## src/rtl/ifu_fetch_queue_if.sv

```systemverilog
// Fetch-unit bus bundle: redirect inputs, instruction-memory port and decode-side stream.
// The master modport is the fetch unit. The slave modport is the surrounding core or bench.
interface ifu_fetch_queue_if #(
  parameter int FETCH_WIDTH     = 2,
  parameter int INST_ADDR_WIDTH = 32,
  parameter int QUEUE_DEPTH     = 8
);
  logic                            redirect_valid;
  logic [1:0]                      redirect_sel;
  logic [INST_ADDR_WIDTH-1:0]      sb_type_addr;
  logic [INST_ADDR_WIDTH-1:0]      uj_type_addr;
  logic [INST_ADDR_WIDTH-1:0]      jalr_type_addr;
  logic                            imem_req_valid;
  logic [INST_ADDR_WIDTH-1:0]      imem_req_addr;
  logic [32*FETCH_WIDTH-1:0]       imem_rdata;
  logic                            out_valid;
  logic                            out_ready;
  logic [32*FETCH_WIDTH-1:0]       out_inst;
  logic [INST_ADDR_WIDTH-1:0]      out_pc;
  logic [INST_ADDR_WIDTH-1:0]      out_pc_plus_4;
  logic [$clog2(QUEUE_DEPTH):0]    queue_count;

  modport master (
    input  redirect_valid, redirect_sel, sb_type_addr, uj_type_addr, jalr_type_addr,
    input  imem_rdata, out_ready,
    output imem_req_valid, imem_req_addr,
    output out_valid, out_inst, out_pc, out_pc_plus_4, queue_count
  );

  modport slave (
    output redirect_valid, redirect_sel, sb_type_addr, uj_type_addr, jalr_type_addr,
    output imem_rdata, out_ready,
    input  imem_req_valid, imem_req_addr,
    input  out_valid, out_inst, out_pc, out_pc_plus_4, queue_count
  );
endinterface

```

## src/rtl/ifu_fetch_queue.sv

```systemverilog
// Multi-wide instruction fetch unit. It issues sequential fetch groups to a 1-cycle imem and
// buffers the returned groups in a FIFO that decode drains. A redirect squashes everything in flight.
module ifu_fetch_queue #(
  parameter int                         FETCH_WIDTH     = 2,
  parameter int                         INST_ADDR_WIDTH = 32,
  parameter int                         QUEUE_DEPTH     = 8,
  parameter logic [INST_ADDR_WIDTH-1:0] RESET_PC        = '0
) (
  input  logic             clk,
  input  logic             reset,
  ifu_fetch_queue_if.master bus
);
  localparam int PTR_W  = $clog2(QUEUE_DEPTH);
  localparam int CNT_W  = PTR_W + 1;
  localparam int DATA_W = 32 * FETCH_WIDTH;
  localparam logic [INST_ADDR_WIDTH-1:0] GROUP_BYTES = INST_ADDR_WIDTH'(4 * FETCH_WIDTH);

  typedef enum logic [1:0] {
    SEL_NONE = 2'd0,
    SEL_SB   = 2'd1,
    SEL_UJ   = 2'd2,
    SEL_JALR = 2'd3
  } redirect_sel_e;

  logic [INST_ADDR_WIDTH-1:0] r_fetch_pc;
  logic [INST_ADDR_WIDTH-1:0] r_inflight_pc;
  logic                       r_inflight;
  logic [CNT_W-1:0]           r_count;
  logic [PTR_W-1:0]           r_head;
  logic [PTR_W-1:0]           r_tail;
  logic [DATA_W-1:0]          r_inst_mem [QUEUE_DEPTH];
  logic [INST_ADDR_WIDTH-1:0] r_pc_mem   [QUEUE_DEPTH];

  redirect_sel_e              w_sel;
  logic                       w_redirect;
  logic [INST_ADDR_WIDTH-1:0] w_target;
  logic [CNT_W:0]             w_occupancy;
  logic                       w_req;
  logic                       w_enq;
  logic                       w_deq;
  logic                       w_out_valid;

  assign w_sel      = redirect_sel_e'(bus.redirect_sel);
  assign w_redirect = bus.redirect_valid && (w_sel != SEL_NONE);

  // NOTE: w_target gets a default before the case so no path leaves it unassigned (no latch).
  always_comb begin
    w_target = '0;
    case (w_sel)
      SEL_SB:   w_target = bus.sb_type_addr;
      SEL_UJ:   w_target = bus.uj_type_addr;
      SEL_JALR: w_target = bus.jalr_type_addr;
      default:  w_target = '0;
    endcase
    w_target[1:0] = 2'b00;
  end

  // Space is judged on registered count only; a same-cycle dequeue does not open a slot.
  assign w_occupancy = {1'b0, r_count} + (CNT_W + 1)'(r_inflight);
  assign w_req       = !reset && !w_redirect && (w_occupancy < (CNT_W + 1)'(QUEUE_DEPTH));
  assign w_enq       = r_inflight && !w_redirect;
  assign w_out_valid = (r_count != '0);
  assign w_deq       = w_out_valid && bus.out_ready;

  // NOTE: all state here updates with non-blocking assignments so every read sees pre-edge values.
  always_ff @(posedge clk or posedge reset) begin
    if (reset) begin
      r_fetch_pc    <= RESET_PC;
      r_inflight_pc <= '0;
      r_inflight    <= 1'b0;
      r_count       <= '0;
      r_head        <= '0;
      r_tail        <= '0;
    end else if (w_redirect) begin
      r_fetch_pc <= w_target;
      r_inflight <= 1'b0;
      r_count    <= '0;
      r_head     <= '0;
      r_tail     <= '0;
    end else begin
      r_inflight <= w_req;
      if (w_req) begin
        r_fetch_pc    <= r_fetch_pc + GROUP_BYTES;
        r_inflight_pc <= r_fetch_pc;
      end
      if (w_enq) r_tail <= r_tail + PTR_W'(1);
      if (w_deq) r_head <= r_head + PTR_W'(1);
      r_count <= r_count + CNT_W'(w_enq) - CNT_W'(w_deq);
    end
  end

  // NOTE: the group storage has no reset; r_count gates out_valid, so stale slots are never visible.
  always_ff @(posedge clk) begin
    if (w_enq) begin
      r_inst_mem[r_tail] <= bus.imem_rdata;
      r_pc_mem[r_tail]   <= r_inflight_pc;
    end
  end

  assign bus.imem_req_valid = w_req;
  assign bus.imem_req_addr  = r_fetch_pc;
  assign bus.out_valid      = w_out_valid;
  assign bus.out_inst       = r_inst_mem[r_head];
  assign bus.out_pc         = r_pc_mem[r_head];
  assign bus.out_pc_plus_4  = r_pc_mem[r_head] + INST_ADDR_WIDTH'(4);
  assign bus.queue_count    = r_count;
endmodule

```

## src/flat_wrapper.sv

```systemverilog
// flat-port wrapper written by rule: the top's interface ports become plain ports
module ifu_fetch_queue_flat 
#(
  parameter int                         FETCH_WIDTH     = 2,
  parameter int                         INST_ADDR_WIDTH = 32,
  parameter int                         QUEUE_DEPTH     = 8,
  parameter logic [INST_ADDR_WIDTH-1:0] RESET_PC        = '0
)
  (clk, reset, bus_redirect_valid, bus_redirect_sel, bus_sb_type_addr, bus_uj_type_addr, bus_jalr_type_addr, bus_imem_rdata, bus_out_ready, bus_imem_req_valid, bus_imem_req_addr, bus_out_valid, bus_out_inst, bus_out_pc, bus_out_pc_plus_4, bus_queue_count);
  ifu_fetch_queue_if #(.FETCH_WIDTH(FETCH_WIDTH), .INST_ADDR_WIDTH(INST_ADDR_WIDTH), .QUEUE_DEPTH(QUEUE_DEPTH)) bus_i ();
  input  logic clk;
  input  logic reset;
  input wire logic [$bits(bus_i.redirect_valid)-1:0] bus_redirect_valid;
  input wire logic [$bits(bus_i.redirect_sel)-1:0] bus_redirect_sel;
  input wire logic [$bits(bus_i.sb_type_addr)-1:0] bus_sb_type_addr;
  input wire logic [$bits(bus_i.uj_type_addr)-1:0] bus_uj_type_addr;
  input wire logic [$bits(bus_i.jalr_type_addr)-1:0] bus_jalr_type_addr;
  input wire logic [$bits(bus_i.imem_rdata)-1:0] bus_imem_rdata;
  input wire logic [$bits(bus_i.out_ready)-1:0] bus_out_ready;
  output wire logic [$bits(bus_i.imem_req_valid)-1:0] bus_imem_req_valid;
  output wire logic [$bits(bus_i.imem_req_addr)-1:0] bus_imem_req_addr;
  output wire logic [$bits(bus_i.out_valid)-1:0] bus_out_valid;
  output wire logic [$bits(bus_i.out_inst)-1:0] bus_out_inst;
  output wire logic [$bits(bus_i.out_pc)-1:0] bus_out_pc;
  output wire logic [$bits(bus_i.out_pc_plus_4)-1:0] bus_out_pc_plus_4;
  output wire logic [$bits(bus_i.queue_count)-1:0] bus_queue_count;
  assign bus_i.redirect_valid = bus_redirect_valid;
  assign bus_i.redirect_sel = bus_redirect_sel;
  assign bus_i.sb_type_addr = bus_sb_type_addr;
  assign bus_i.uj_type_addr = bus_uj_type_addr;
  assign bus_i.jalr_type_addr = bus_jalr_type_addr;
  assign bus_i.imem_rdata = bus_imem_rdata;
  assign bus_i.out_ready = bus_out_ready;
  assign bus_imem_req_valid = bus_i.imem_req_valid;
  assign bus_imem_req_addr = bus_i.imem_req_addr;
  assign bus_out_valid = bus_i.out_valid;
  assign bus_out_inst = bus_i.out_inst;
  assign bus_out_pc = bus_i.out_pc;
  assign bus_out_pc_plus_4 = bus_i.out_pc_plus_4;
  assign bus_queue_count = bus_i.queue_count;
  ifu_fetch_queue #(.FETCH_WIDTH(FETCH_WIDTH), .INST_ADDR_WIDTH(INST_ADDR_WIDTH), .QUEUE_DEPTH(QUEUE_DEPTH), .RESET_PC(RESET_PC)) u_core (.clk(clk), .reset(reset), .bus(bus_i));
endmodule
```

## config.mk

```make
export PLATFORM = sky130hd
export DESIGN_NAME = ifu_fetch_queue_flat
export DESIGN_NICKNAME = d
export VERILOG_FILES = /design/src/rtl/ifu_fetch_queue_if.sv /design/src/rtl/ifu_fetch_queue.sv /design/src/flat_wrapper.sv
export SDC_FILE = /design/constraint.sdc
export NUM_CORES = 1
export LEC_CHECK = 0
export ABC_CLOCK_PERIOD_IN_PS = 21400
export CAP_MARGIN = 30
export CORE_MARGIN = 5
export CORE_UTILIZATION = 30
export DETAILED_ROUTE_END_ITERATION = 8
export HOLD_SLACK_MARGIN = 0.05
export PLACE_DENSITY = 0.53
export SLEW_MARGIN = 40
export SYNTH_ARGS = -nofsm -noshare
export SYNTH_HDL_FRONTEND = slang
export SYNTH_SLANG_ARGS = --single-unit
export TNS_END_PERCENT = 10
```

## constraint.sdc

```tcl
create_clock -name clk -period 21.4 [get_ports clk]
set_clock_uncertainty 0.2 [all_clocks]
set_input_delay 3.21 -clock clk [delete_from_list [all_inputs] [get_ports clk]]
set_output_delay 3.21 -clock clk [all_outputs]
set_load 0.01 [all_outputs]
```

==> results by group <==
Run
  • Max-capacitance violation count: 0

Route
  • Number of vias per cell: ~4.7
  • Number of DRC markers in iteration 0: 956
  • Residual DRC count: 0
  • Drt wl/cell: between 20 and 25 um
  • Antenna viol nets, final: 0
  • DRT Pass-1 Iters: 5
  • Via count: around 17000
  • Drt total wl: roughly 83 mm

GRT
  • Met3 usage: 0.0328
  • Vias in the first global route: about 18000
  • First-pass GRT wire length: roughly 120 mm
  • GRT Overall Usage: 0.140
  • Pin count of the biggest net entering global routing: 95
  • Met1 Use GR: 0.188
  • GRT overflow: 0
  • Top Usage Layer GRT: met2
  • Initial antenna violation count: 3
  • Grt met2 use: 0.229

Critical path
  • Max incr delay on CP: around 0.5 ns
  • Worst Path Required: 17.99 ns
  • R2r setup slk: ~18 ns
  • Worst Setup Start Kind: input pin
  • Cell mode on critical path: buf_4
  • Reg2reg path depth: 5
  • Crit Reg-Reg Endpoint: u_core.r_inst_mem[7][5]
  • Crit path cell chain: clkdlybuf4s50_1 > buf_4 > inv_1 > nor2_1 > buf_4 > or3_1 > buf_4 > inv_1 > clkdlybuf4s50_1
  • CP max FO: 37
  • Worst path slowest cell: clkdlybuf4s50_1
  • CP arrival: 5.77 ns
  • Setup crit end kind: primary output
  • Capture point of the worst path: bus_imem_req_valid
  • Setup crit start: bus_redirect_valid
  • Worst reg2reg path startpoint: u_core.r_inflight
  • Critical path class: in -> out

Clocking
  • Root Buffer Master: clkbuf_16
  • CTS buffer count: 87
  • CTS hold repair buffers: 0
  • Postcts setup bufs: 0
  • Clock slew at reported path FFs: 0.06 ns
  • CTS Buffer Depth: 3
  • H-tree level count: 3
  • CTS tree: yes
  • Sink Count: roughly 820
  • Cts repair resizes: 0
  • Worst-Skew Late Latency: ~0.65 ns

Synthesis
  • Syn_area_per_cell: roughly 20 um2
  • Yosys reg bits: just over 800
  • Synthesized cell area: about 33000 um2
  • Synth Flop Type: edfxtp_1
  • Sequential share of the synthesized area: 0.731
  • Warnings, synthesis: 0
  • Distinct cell type count after synthesis: just over 70
  • Async SR Flop Fraction: 0.0863
  • Cells after Synth: between 1500 and 2000
  • Number of flops mapped to enable cells by yosys: between 700 and 800

Pwr
  • Power Density: about 120 nW/um2
  • Max IR drop VDD: between 0.07 and 0.08 mV
  • Leak: roughly 13 nW

Run status
  • Status: completed

Final layout
  • Share of cells above drive strength 1: 0.217
  • Nets: about 2200
  • Layout area overhead: 23.0%
  • Post-Layout Cell Count: 3557

STA
  • Post-route minimum period: around 9.2 ns
  • RSZ-0062 raised after global routing: no
  • Top achievable clock speed: roughly 110 MHz
  • Final setup vio count: 0
  • Hold Vio Cnt, Final: 0
  • Final period util: 0.429
  • Setup TNS: 0 ns
  • Relative slew slack: 0.464
  • Least-Margin Pin Slew: ~0.80 ns
  • Final Slew Violations: 0

Worst hold path
  • Worst Hold Class: reg -> reg
  • Hold depth: 2

Floorplan
  • Core area: 111000 um2
  • # rows: roughly 120
  • DIE HEIGHT: between 300 and 400 um
  • Initial Util: 0.301
  • IO Count: between 300 and 400
  • Die X: 343 um
  • DIE AREA: 118000 um2

Placement
  • I/O Buffers: ~320
  • Placer congestion estimate: roughly 0.88
  • Post-placement cell count: roughly 3400
  • DP HPWL: 48.0 mm
## kinds of logic after synthesis
logic type / after synthesis / synth area share
buffers and inverters: 104 / 0.0201
xor gates and xnor gates: 57 / 0.0150
other: 1 / 0.000113
and+or+nand+nor: 234 / 0.0367
adders and majority gates: 12 / 0.00473
AOI/OAI and AO/OA: 85 / 0.0179
DFF: 823 / 0.731
muxes: 316 / 0.174
## through the flow
stage | setup WS [ns] | total power, mW | util | cell area, um2 | hold slack (ns)
after global routing | 12.05 | 5.18 | 0.371 | 41000 | 0.401
after global placement | 12.15 | 3.53 | 0.345 | 38100 | 0.338
after floorplan | 10.45 | 2.91 | - | 33300 | 0.329
after CTS | 12.19 | 5.02 | 0.371 | 41000 | 0.358
final | 12.22 | 4.93 | 0.371 | 41000 | 0.361
after detailed placement | 12.20 | 3.55 | 0.346 | 38200 | 0.338
## flip-flops by register name, indices dropped and copies added (netlist names)
name,flops
u_core.r_head,3
u_core.r_inflight_pc,30
u_core.bus.imem_req_addr,30
u_core.r_inflight,1
u_core.bus.queue_count,4
u_core.r_pc_mem,240
u_core.r_tail,3
u_core.r_inst_mem,512
## worst max-delay path, delay by kind of cell
family,cells,cell delay [ns]
buffers and inverters,7,2.22
AND/OR/NAND/NOR,2,0.29
## per-layer routing
layer / routed length [um] / part of all wire / up-vias
li1: - / - / 7411
met1: 36400 / 0.44 / 8819
met2: 40100 / 0.48 / 450
met3: 4760 / 0.057 / 108
met4: 1810 / 0.022 / 0
met5: 0 / 0 / -
## synthesized netlist by cell type, types with 7 or more instances
cell type	instances	area share
buf_4	19	0.0043
inv_1	20	0.0023
buf_1	8	0.00090
a21oi_1	19	0.0029
mux2_4	8	0.0036
buf_2	20	0.0030
and2_1	7	0.0013
dfrtp_1	71	0.053
a22oi_1	10	0.0023
clkbuf_1	18	0.0020
buf_6	8	0.0027
ha_1	11	0.0041
nor3_1	11	0.0017
mux2i_1	18	0.0054
nand3_1	21	0.0032
mux2_2	103	0.035
o22ai_1	19	0.0036
nand4_1	12	0.0023
xor2_1	16	0.0042
nand2_1	106	0.012
o21ai_0	10	0.0015
edfxtp_1	752	0.68
mux4_2	150	0.10
and3_1	8	0.0015
nor2_1	29	0.0033
mux4_1	36	0.028
a221oi_1	7	0.0018
xnor2_1	41	0.011
## layout by cell type, fill, tap and decap left out, types with 21 or more instances in the layout
| master | instances |
|---|---|
| nand3_1 | 21 |
| xnor2_1 | 41 |
| clkbuf_16 | 88 |
| nand2_1 | 106 |
| dfrtp_1 | 68 |
| edfxtp_1 | 752 |
| mux4_1 | 36 |
| mux4_2 | 150 |
| mux2_2 | 103 |
| clkbuf_1 | 27 |
| clkdlybuf4s50_1 | 318 |
| nor2_1 | 23 |
## worst min-delay path by stage
stage                                      start                           to
floorplan            u_core.bus.imem_req_addr[2]  u_core.bus.imem_req_addr[2]
global placement    u_core.bus.imem_req_addr[17]     u_core.r_inflight_pc[17]
detailed placement  u_core.bus.imem_req_addr[17]     u_core.r_inflight_pc[17]
CTS                 u_core.bus.imem_req_addr[17]     u_core.r_inflight_pc[17]
global route        u_core.bus.imem_req_addr[17]     u_core.r_inflight_pc[17]
finish              u_core.bus.imem_req_addr[17]     u_core.r_inflight_pc[17]
## power by group
group | leakage, nW | internal (mW) | switching [mW]
Sequential | 7.64 | 1.91 | 0.131
Combinational | 4.17 | 0.768 | 0.681
Clock | 1.33 | 0.833 | 0.612
Total | 13.1 | 3.51 | 1.42
## cell type report
class | instances | area, um2
fillers | 10266 | 69500
flip-flops and latches | 823 | 24400
multi-input cells | 710 | 8390
repair buffers | 350 | 3550
clock buffers | 118 | 2340
well taps | 1488 | 1860
clock inverters | 43 | 389
inverters | 22 | 82.6
diodes | 3 | 7.51
Note: power is estimated with default switching activity, not from simulation.
